**config.mk**
```make
export PLATFORM = sky130hd
export DESIGN_NAME = alu_op_sequencer
export DESIGN_NICKNAME = d
export VERILOG_FILES = /design/src/rtl/alu_op_sequencer.sv
export SDC_FILE = /design/constraint.sdc
export NUM_CORES = 1
export LEC_CHECK = 0
export ABC_CLOCK_PERIOD_IN_PS = 2200
export CORE_MARGIN = 1.5
export CORE_UTILIZATION = 45
export DETAILED_ROUTE_END_ITERATION = 8
export PLACE_DENSITY = 0.9
export SYNTH_ARGS = -nofsm -noshare
export SYNTH_HDL_FRONTEND = slang
export SYNTH_SLANG_ARGS = --single-unit
export TNS_END_PERCENT = 100
```
**constraint.sdc**
```tcl
create_clock -name clk_i -period 2.2 [get_ports clk_i]
set_input_delay 0.22 -clock clk_i [delete_from_list [all_inputs] [get_ports clk_i]]
set_output_delay 0.22 -clock clk_i [all_outputs]
set_load 0.01 [all_outputs]
```
**src/rtl/alu_op_sequencer.sv**
```systemverilog
// Command/response sequencer around an 8-bit combinational ALU.
// Optional accumulator enabled by defining ALU_OP_SEQUENCER_ACC_EN.
module alu_op_sequencer #(
    parameter int unsigned SETTLE_CYCLES = 1
) (
    input  logic       clk_i,
    input  logic       rst_ni,
    input  logic       cmd_valid_i,
    output logic       cmd_ready_o,
    input  logic [2:0] cmd_op_i,
    input  logic [7:0] cmd_a_i,
    input  logic [7:0] cmd_b_i,
    input  logic       cmd_acc_i,
    output logic [7:0] alu_a_o,
    output logic [7:0] alu_b_o,
    output logic [2:0] alu_op_o,
    input  logic [7:0] alu_res_i,
    output logic       rsp_valid_o,
    input  logic       rsp_ready_i,
    output logic [7:0] rsp_data_o,
    output logic       rsp_zero_o,
    output logic [7:0] acc_o,
    output logic       busy_o
);

    typedef enum logic [1:0] {
        IDLE,
        WAIT,
        RESP
    } state_t;

    localparam logic [3:0] LOAD = 4'(SETTLE_CYCLES - 1);

    state_t     state;
    logic [3:0] cnt;
    logic [7:0] a_sel;
    logic       sample;

    assign sample = (state == WAIT) && (cnt == 4'd0);

`ifdef ALU_OP_SEQUENCER_ACC_EN
    logic [7:0] acc_q;

    assign acc_o = acc_q;
    assign a_sel = cmd_acc_i ? acc_q : cmd_a_i;

    // Every completed command refreshes the accumulator.
    always_ff @(posedge clk_i or negedge rst_ni) begin
        if (!rst_ni) begin
            acc_q <= 8'h00;
        end else if (sample) begin
            acc_q <= alu_res_i;
        end
    end
`else
    logic unused_acc;

    assign unused_acc = cmd_acc_i;
    assign acc_o      = 8'h00;
    assign a_sel      = cmd_a_i;
`endif

    always_ff @(posedge clk_i or negedge rst_ni) begin
        if (!rst_ni) begin
            state       <= IDLE;
            cnt         <= 4'd0;
            cmd_ready_o <= 1'b0;
            alu_a_o     <= 8'h00;
            alu_b_o     <= 8'h00;
            alu_op_o    <= 3'd0;
            rsp_valid_o <= 1'b0;
            rsp_data_o  <= 8'h00;
            rsp_zero_o  <= 1'b0;
            busy_o      <= 1'b0;
        end else begin
            unique case (state)
                IDLE: begin
                    cmd_ready_o <= 1'b1;
                    if (cmd_valid_i && cmd_ready_o) begin
                        alu_op_o    <= cmd_op_i;
                        alu_b_o     <= cmd_b_i;
                        alu_a_o     <= a_sel;
                        cnt         <= LOAD;
                        cmd_ready_o <= 1'b0;
                        busy_o      <= 1'b1;
                        state       <= WAIT;
                    end
                end
                WAIT: begin
                    if (sample) begin
                        rsp_data_o  <= alu_res_i;
                        rsp_zero_o  <= (alu_res_i == 8'h00);
                        rsp_valid_o <= 1'b1;
                        state       <= RESP;
                    end else begin
                        cnt <= cnt - 4'd1;
                    end
                end
                RESP: begin
                    if (rsp_ready_i) begin
                        rsp_valid_o <= 1'b0;
                        busy_o      <= 1'b0;
                        cmd_ready_o <= 1'b1;
                        state       <= IDLE;
                    end
                end
                default: begin
                    state <= IDLE;
                end
            endcase
        end
    end

endmodule

```
==> results of run 1 <==
[cell usage in the layout (no fill, tap or decap), drive strengths merged]
cell	synthesis	routed
ha	1	1
mux2	27	27
nand3	1	1
o21ai	3	3
dlygate4sd3	0	1
nor4	3	3
dfrtp	37	37
clkbuf	0	7
nand2	8	8
o21a	1	1
clkdlybuf4s50	0	60
a21oi	1	1
a31o	1	1
inv	5	5
o211ai	1	1
buf	12	2
nand2b	3	3
nor3	1	1
mux2i	2	2
a21o	1	1
nand4bb	1	1
or2	1	1
conb	1	8
nor3b	1	1
nand3b	2	2
[kinds of logic (layout without fill, tap and decap cells)]
kind of cell,count (synthesis),after routing,synth area share (%)
compound gates,8,8,3.11
fa+ha+maj,1,1,0.759
buf+inv,17,75,7.28
flops,37,37,56.1
mux,29,29,24.2
other cells,1,8,0.227
simple gates,21,21,8.27
[worst paths after layout]
| check | startpoint | endpoint | slack (ns) |
|---|---|---|---|
| setup reg to reg | cnt[0] | rsp_data_o[7] | 0.55 |
| hold reg to reg | busy_o | busy_o | 0.49 |
| hold / removal | cmd_a_i[0] | alu_a_o[0] | 0.49 |
| min in group asynchronous | rst_ni | alu_b_o[3] | 0.53 |
| max in group asynchronous | rst_ni | cmd_ready_o | 1.16 |
| setup / recovery | cnt[0] | rsp_data_o[7] | 0.55 |
[power groups by stage]
stage,Sequential [uW],Clock (uW),Combinational [uW]
2_1_floorplan,1340,0,871
3_3_place_gp,1210,0,1670
3_5_place_dp,1250,0,1720
4_1_cts,1240,370,1730
5_1_grt,1290,399,1830
6_report,1240,354,1720
[registers in the layout (all words and copies together), names as in the netlist]
register and count:
state 2, alu_b_o 8, rsp_zero_o 1, rsp_data_o 8, cmd_ready_o 1, rsp_valid_o 1
alu_op_o 3, busy_o 1, alu_a_o 8, cnt 4
[stage by stage]
stage	total power (uW)	std cells	instance area, sq um	hold WS (ns)
final	3310	225	2320	0.486
after global routing	3520	225	2320	0.479
after CTS	3350	225	2320	0.473
after detailed placement	2970	217	2260	0.354
after global placement	2890	217	2260	0.328
after floorplan	2210	121	1680	-0.0756
[routing by layer]
layer	GRT usage (%)	vias to the layer above
li1	-	501
met1	21.8	525
met2	33.9	35
met3	4.64	8
met4	10.1	0
met5	0	-
[worst register-to-register path, stage by stage, from the launching register on]
cell,delay [ns]
dfrtp_1,0.42
inv_1,0.09
ha_1,0.20
nor3b_4,0.31
nand2b_4,0.19
mux2_4,0.33
[repair_timing]
item	4_1_cts	5_1_grt
hold buffers	1	0
buffers inserted	0	0
endpoints found under the hold margin	37	0
[cell type report]
class	count	area, sq um	share of cell area, %
Inverter	5	18.8	0.808
Tap cell	46	57.6	2.48
Clock buffer	7	55.1	2.37
Multi-Input combinational cell	67	629	27.1
Sequential cell	37	926	39.9
Timing Repair Buffer	63	636	27.4
==> impl_metrics.csv, run 1 <==
group,metric,value,unit
outcome,status,"finished clean",
final_layout,antennaDiodeCount,0,
worst_hold_path,whs_path_depth,2,
sta,finalHoldViolCount,0,
power,power.internal,2270,uW
clock_network,insertion_delay,0.33,ns
drt,first_pass_iters,3,
power,powerDensity,1430,nW/um^2
floorplanning,core,3420,sq um
synthesis,synth_top_area_cell,"dfrtp_1",
run,drv_cap,0,
sta,slew_violations,0,
sta,worst_slack,0.547,ns
clock_network,cts_buffer_depth,2,
power,p_leak,0.00107,uW
final_layout,num-nets-final,212,
synthesis,syn-cell-area,1650,sq um
drt,met3_length,138,microns
floorplanning,start_util,48.3,%
drt,via_count,1069,
power,ir_worst_vdd,699,uV
synthesis,ys_async_sr_fraction,100,%
floorplanning,boundaryPins,71,
drt,via_per_inst,4.75,
grt,grt_pass1_vias,1165,
sta,grt_setup_unrepaired,"no",
grt,grt_pass1_wl,5910,microns
drt,routed-wl-met2,1930,microns
grt,antenna_found_initial,0,
synthesis,synth_common_cells,"37 x dfrtp_1, 20 x mux2_4, 9 x buf_4, 8 x nand2_1, 7 x mux2_2",
power,pwr-share-seq,37.4,%
critical_path,slowest_delay,0.42,ns
floorplanning,fp-row-count,21,
synthesis,yosysSeqAreaShare,56.1,%
clock_network,cts_buffers,5,
grt,grt_start_max_net_pins,38,
power,p_switching,1040,uW
sta,fin_tns_setup,0,ns
floorplanning,dieArea,4040,sq um
synthesis,synthCells,114,
place,gp_congestion,0.743,
drt,routed_wl,3500,microns
critical_path,path_cells,"inv_1 -> ha_1 -> nor3b_4 -> nand2b_4 -> mux2_4",
place,portBuffers,61,
critical_path,cp_top_family,"simple AND/OR/NAND/NOR gates",
synthesis,yosysTopAreaCellShare,56.1,%
synthesis,avgSynthCellArea,14.5,sq um
final_layout,drive_gt1_share,21.8,%
drt,wl_met1,1350,microns
drt,first_iter_violations,29,
synthesis,synth-edff-count,0,
sta,clock.fmax,0.605,GHz
drt,highest_layer,"met4",
critical_path,crit_slowest_cell,"dfrtp_1",
place,hpwl,2600,microns
critical_path,cp.arrival,1.88,ns
critical_path,critPathCaptureType,"flip-flop",
grt,grt-ovfl-total,0,
synthesis,yosysMostFrequentCell,"dfrtp_1",
clock_network,cts_tree,"yes",
critical_path,crit_cells,5,
clock_network,cts.sinks,37,
power,clkPwrFrac,10.7,%
critical_path,reg2reg_depth,5,
worst_hold_path,holdCritPathClass,"primary input to flip-flop",
critical_path,cp.required,2.42,ns
final_layout,area_growth,40.8,%
critical_path,cp-start-kind,"flip-flop",
grt,grt_use_total,19.4,%
synthesis,yosys_warnings,0,
drt,drc,0,
drt,antenna_left,0,
clock_network,clkTransAtPathRegs,0.10,ns
final_layout,nFillCells,265,
critical_path,crit_buf_inv,1,
final_layout,utilization,68.0,%
drt,drt-wirelength-per-cell,15.6,microns
critical_path,cp_max_fo,11,
synthesis,synth-seq-cells,37,
synthesis,synth_cell_type_count,25,
clock_network,h-tree-depth,2,
floorplanning,die-height,63.5,microns
place,dp_slack,0.472,ns
sta,tightest_slew,0.807,ns
sta,setup_viol,0,
critical_path,crit_type,"flip-flop to flip-flop",
clock_network,root_buffer,"clkbuf_4",
synthesis,synthFlopType,"dfrtp_1",
floorplanning,die_w,63.5,microns
sta,fin_crit,1.65,ns
power,power_frac_comb,51.9,%
synthesis,yosys-top-cells-area,"dfrtp_1 56%, mux2_4 18%, mux2_2 4.8%",
clock_network,cts_resized,0,
sta,relSlewSlack,46.2,%
power,power.share.switching,31.5,%
sta,fin_skew,0.00880,ns
sta,min_period_over_period,75.1,%
Power figures use the tool's default switching activity.
==> run 2, diff against run 1 <==
Settings changed: ABC_CLOCK_PERIOD_IN_PS 2200 to 1700, CORE_UTILIZATION 45 to 42, PLACE_DENSITY 0.9 to 0.85.
Clock period 2.2 ns to 1.7 ns, I/O delays scaled along.
==> impl_metrics.csv, run 2 (same netlist as run 1, synthesis figures left out) <==
group,metric,value,unit
power,ir_worst_vdd,680,uV
power,p_leak,0.00109,uW
drt,drc,0,
grt,grt_pass1_vias,1124,
grt,antenna_found_initial,0,
power,powerDensity,1870,nW/um^2
drt,via_count,1121,
drt,antenna_left,0,
critical_path,critPathCaptureType,"flip-flop",
floorplanning,core,3720,sq um
place,placed_area,2270,sq um
critical_path,cp.required,1.87,ns
sta,fin_crit,1.61,ns
critical_path,cp.arrival,1.78,ns
critical_path,crit_type,"flip-flop to flip-flop",
sta,relSlewSlack,46.4,%
critical_path,slowest_delay,0.41,ns
drt,first_iter_violations,44,
drt,via_per_inst,4.87,
sta,finalHoldViolCount,0,
worst_hold_path,holdCritPathClass,"flip-flop to flip-flop",
run,drv_cap,0,
critical_path,r2r_setup_slack,0.09,ns
drt,first_pass_iters,4,
sta,worst_slack,0.0858,ns
final_layout,multi_input_area,632,sq um
clock_network,cts.sinks,37,
floorplanning,die-height,65.7,microns
final_layout,final-seq-area,926,sq um
final_layout,final_cell_mix,"60 x clkdlybuf4s50_1, 37 x dfrtp_1, 20 x mux2_4",
drt,drt-wirelength-per-cell,15.0,microns
final_layout,nFillCells,294,
final_layout,antennaDiodeCount,0,
critical_path,cp_max_fo,10,
final_layout,drive_gt1_share,23.6,%
clock_network,cts_buffers,5,
sta,setup_viol,0,
sta,fin_skew,0.00333,ns
critical_path,cp-start-kind,"flip-flop",
clock_network,cts_tree,"yes",
clock_network,clkTransAtPathRegs,0.07,ns
clock_network,h-tree-depth,2,
floorplanning,dieArea,4310,sq um
final_layout,area_growth,43.7,%
floorplanning,die_w,65.7,microns
place,dp_slack,0.0747,ns
sta,min_period_over_period,95.0,%
grt,grt_start_max_net_pins,38,
critical_path,crit_slowest_cell,"dfrtp_1",
clock_network,cts_buffer_depth,2,
floorplanning,fp-row-count,22,
place,hpwl,2410,microns
sta,fin_tns_setup,0,ns
final_layout,utilization,63.8,%
sta,tightest_slew,0.803,ns
sta,whs,0.478,ns
final_layout,reg_top3,"alu_a_o: 8 flops, alu_b_o: 8 flops, rsp_data_o: 8 flops",
final_layout,num-nets-final,214,
clock_network,insertion_delay,0.28,ns
grt,grt_use_total,16.9,%
final_layout,final_common_cell,"clkdlybuf4s50_1",
floorplanning,boundaryPins,71,
place,gp_congestion,0.664,
drt,routed_wl,3460,microns
floorplanning,start_util,44.4,%
final_layout,stdcell_area,2370,sq um
sta,grt_setup_unrepaired,"no",
grt,grt_pass1_wl,5400,microns
grt,grt-ovfl-total,0,
critical_path,path_cells,"inv_1 -> ha_2 -> nor3b_4 -> nand2b_4 -> mux2_4",
sta,slew_violations,0,
sta,clock.fmax,0.619,GHz
outcome,status,"finished clean",
place,portBuffers,61,
clock_network,root_buffer,"clkbuf_8",
==> run 2: cell count changes in the layout (fill, tap and decap cells not counted) <==
cell      change
buf_4         +2
clkbuf_8      +4
clkbuf_4      -5
clkinv_2      +2
ha_1          -1
ha_2          +1
==> run 2: final timing paths <==
kind / from / endpoint / depth (start not counted)
worst min register to register: rsp_valid_o / rsp_valid_o / 2
worst max-delay path: cnt[0] / rsp_data_o[1] / 5
max in group asynchronous: rst_ni / rsp_data_o[4] / 2
worst min-delay path: rsp_valid_o / rsp_valid_o / 2
worst max register to register: cnt[0] / rsp_data_o[1] / 5
min in group asynchronous: rst_ni / alu_op_o[2] / 2
==> run 2: repair_timing <==
action / CTS / global route
resized for setup: 0 / 1
hold endpoints to repair: 37 / 0
buffers inserted: 0 / 1
endpoints found under the setup margin: 0 / 8
hold buffers: 1 / 0
==> run 2: layout make-up <==
type                    instances  share of cell area, %
flip-flops and latches         37                   39.1
well taps                      48                   2.53
multi-input cells              67                   26.7
repair buffers                 65                   27.5
inverters                       5                  0.792
clock inverters                 2                  0.422
clock buffers                   6                   3.06
==> run 2: stage by stage <==
step                      power [uW]  cells
after floorplan                 2870    121
after global placement          3740    220
after detailed placement        3840    220
after CTS                       4450    229
after global routing            4710    230
final                           4430    230
==> run 2: critical path, delay by kind of cell (launching register included) <==
family	cells	cell delay, ns
AND/OR/NAND/NOR	2	0.49
flip-flops	1	0.41
multiplexers	1	0.33
adder cells (fa/ha/maj)	1	0.19
buffers and inverters	1	0.08
==> run 2: power by group <==
part | total, uW | switching, uW | leakage [uW] | internal [uW]
Combinational | 2260 | 803 | 0.000604 | 1460
Sequential | 1600 | 287 | 0.000439 | 1320
Clock | 570 | 286 | 0.0000450 | 284
==> run 2: layer usage <==
layer	share of wire, %	track usage (%)	wire (microns)	up-vias
li1	-	-	-	507
met1	41	19.9	1400	552
met2	52	28.7	1790	58
met3	6.6	4.62	229	4
met4	1.0	7.81	36	0
met5	0	0	0	-
==> RTL change (flow settings as in run 2) <==
Add a define of `ALU_OP_SEQUENCER_ACC_EN`.
--- a/src/rtl/alu_op_sequencer.sv
+++ b/src/rtl/alu_op_sequencer.sv
@@ -1,5 +1,7 @@
 // Command/response sequencer around an 8-bit combinational ALU.
 // Optional accumulator enabled by defining ALU_OP_SEQUENCER_ACC_EN.
+`define ALU_OP_SEQUENCER_ACC_EN
+
 module alu_op_sequencer #(
     parameter int unsigned SETTLE_CYCLES = 1
 ) (
Behaviour: not the same (Yosys sat finds a counterexample within 4 cycles, from zero or initial values and one cycle with rst_ni low).
==> RTL change against run 2 <==
  * Sequential cell count is the same
  * Fmax shrank 1.7%
  * Combinational power grew 4%
  * Total power grew 3.7%
  * Sequential power grew 4%
  * Routed wire length grew 20%
  * Global-route usage grew 2.6 points
  * Die area grew 1.7%
  * Synthesized area grew 1.7%
  * Count of clock-buffer cells in the layout is the same
  * Clock power grew 2%
  * Largest cell class unchanged
  * Final area grew 5.1%
  * Setup slack lost 0.027 ns
==> RTL change: results (changes against run 2) <==
First-pass GRT wire length = 6.32 mm (+17%)
FILL cells = 284 (-3.4%)
Number of vias per cell = 5.20 (+6.7%)
Htree depth = 2 (unchanged)
Share of cells above drive strength 1 = 20.4% (-3.2 points)
Busiest grt layer = met2
Largest net degree at the start of global routing = 38 (unchanged)
P_int = 2.99 mW (-2.3%)
Synth cell types = 28 (+12%)
Layout Skew = 0.00836 ns (+0.00503 ns)
Crit path largest cell delay = 0.43 ns (+0.02 ns)
Placed cells = 246 (+12%)
Critical Path AT = 1.81 ns (+0.03 ns)
Maximum root-to-sink buffer count = 2 (unchanged)
CP max FO = 5 (-5)
Hold Violations, Final = 0 (unchanged)
Largest registers = alu_a_o: 8 flops, alu_b_o: 8 flops, rsp_data_o: 5 flops
Nets = 244 (+14%)
IO buf count = 70 (+15%)
CTS Buf Count = 5 (unchanged)
Clk_lat worst skew = 0.29 ns
Hold WC Path Type = in2reg
GR Util met1 = 22.8% (+3.0 points)
GR Layer Usage met2 = 33.3% (+4.6 points)
Iteration-0 DRC Markers = 37 (-16%)
Crit-path slowest cell = dfrtp_1
Cell area after layout = 2490 µm² (+5.1%)
Worst vdd ir = 0.962 mV (+42%)
Routed WL per cell = 16.0 µm (+6.2%)
Lkg Pwr = 1.06 nW (-2.8%)
DP Area = 2370 µm² (+4.4%)
Area contributors post-synth = dfrtp_1 55%, mux2_2 12%, mux2i_1 5.4%
CTS root buf = clkbuf_8
Status = completed
Sequential share of the synthesized area = 55.2% (-0.96 points)
Top cells by instance count after synthesis = 37 x dfrtp_1, 18 x mux2_2, 13 x a21oi_1
GP Congestion = 0.851 (+28%)
Avg Inst Size Synth = 12.3 µm² (-15%)
DP Wirelength = 3.06 mm (+27%)
Least-Margin Pin Slew = 0.808 ns (+0.00411 ns)
Gr usage total = 19.6% (+2.6 points)
Vias in the first global route = 1,361 (+21%)
Grt met3 use = 6.98% (+2.4 points)
WL final = 4.14 mm (+20%)
## RTL change: cell count changes after synthesis, sizes merged, moves of 2 or more
cell,delta
a21oi,+12
mux2,-8
mux2i,+7
nand2,-4
nand3b,-2
nor2,+9
nor2b,+2
o21ai,+4
## RTL change: through the flow
stage               setup slack [ns]  power [mW]
finish                        0.0585        4.59
global route                -0.00743        4.87
CTS                           0.0697        4.54
detailed placement           -0.0123        3.94
global placement              0.0610        3.82
floorplan                      0.242        2.81
## RTL change: path summary, 6_finish.rpt
path                                   startpoint                         to  slack (ns)  depth (start not counted)
max in group asynchronous                  rst_ni     alu_a_o[4]$_DFFE_PN0P_        0.68                          2
setup reg to reg               cnt[1]$_DFFE_PN0P_  rsp_data_o[0]$_DFFE_PN0P_        0.06                          5
min in group asynchronous                  rst_ni     rsp_zero_o$_DFFE_PN0P_        0.51                          2
setup / recovery               cnt[1]$_DFFE_PN0P_  rsp_data_o[0]$_DFFE_PN0P_        0.06                          5
hold / removal                         cmd_b_i[4]     alu_b_o[4]$_DFFE_PN0P_        0.50                          2
hold reg to reg            rsp_zero_o$_DFFE_PN0P_     rsp_zero_o$_DFFE_PN0P_        0.50                          1
## RTL change: power groups by stage
stage | Combinational [mW] | Clock (mW) | Sequential (mW)
global placement | 2.19 | 0 | 1.63
global route | 2.51 | 0.646 | 1.72
CTS | 2.29 | 0.593 | 1.65
floorplan | 1.07 | 0 | 1.74
finish | 2.35 | 0.581 | 1.66
detailed placement | 2.27 | 0 | 1.66
## RTL change: layout make-up
| class | count | share of cell area [%] |
|---|---|---|
| clock buffer | 6 | 2.91 |
| clock inverter | 2 | 0.402 |
| inverter | 4 | 0.603 |
| multi-input combinational | 83 | 25.7 |
| sequential | 37 | 37.2 |
| tap | 48 | 2.41 |
| timing repair buffer | 79 | 30.8 |
## RTL change: kinds of logic after synthesis
| group | count (synthesis) | synth area share, % |
|---|---|---|
| DFF | 37 | 55.2 |
| buffers and inverters | 17 | 7.16 |
| muxes | 28 | 18.3 |
| AOI/OAI and AO/OA | 24 | 7.90 |
| and+or+nand+nor | 28 | 9.92 |
| adders and majority gates | 2 | 1.49 |
## RTL change: per-layer routing
layer | part of all wire [%] | wire (µm)
met5 | 0 | 0
met3 | 6.7 | 277
met1 | 40 | 1670
met2 | 52 | 2130
met4 | 1.4 | 57
## RTL change: worst reg2reg max path: stages, from the launching register on
cell,delay [ns]
dfrtp_1,0.43
inv_2,0.08
ha_2,0.19
nor3b_4,0.35
nand2_2,0.17
mux2_2,0.30
## RTL change: timing repair
item	CTS	global route
setup buffers	0	3
hold buffers	1	0
hold endpoints to repair	29	0
endpoints found under the setup margin	0	8
gates resized for setup	0	3
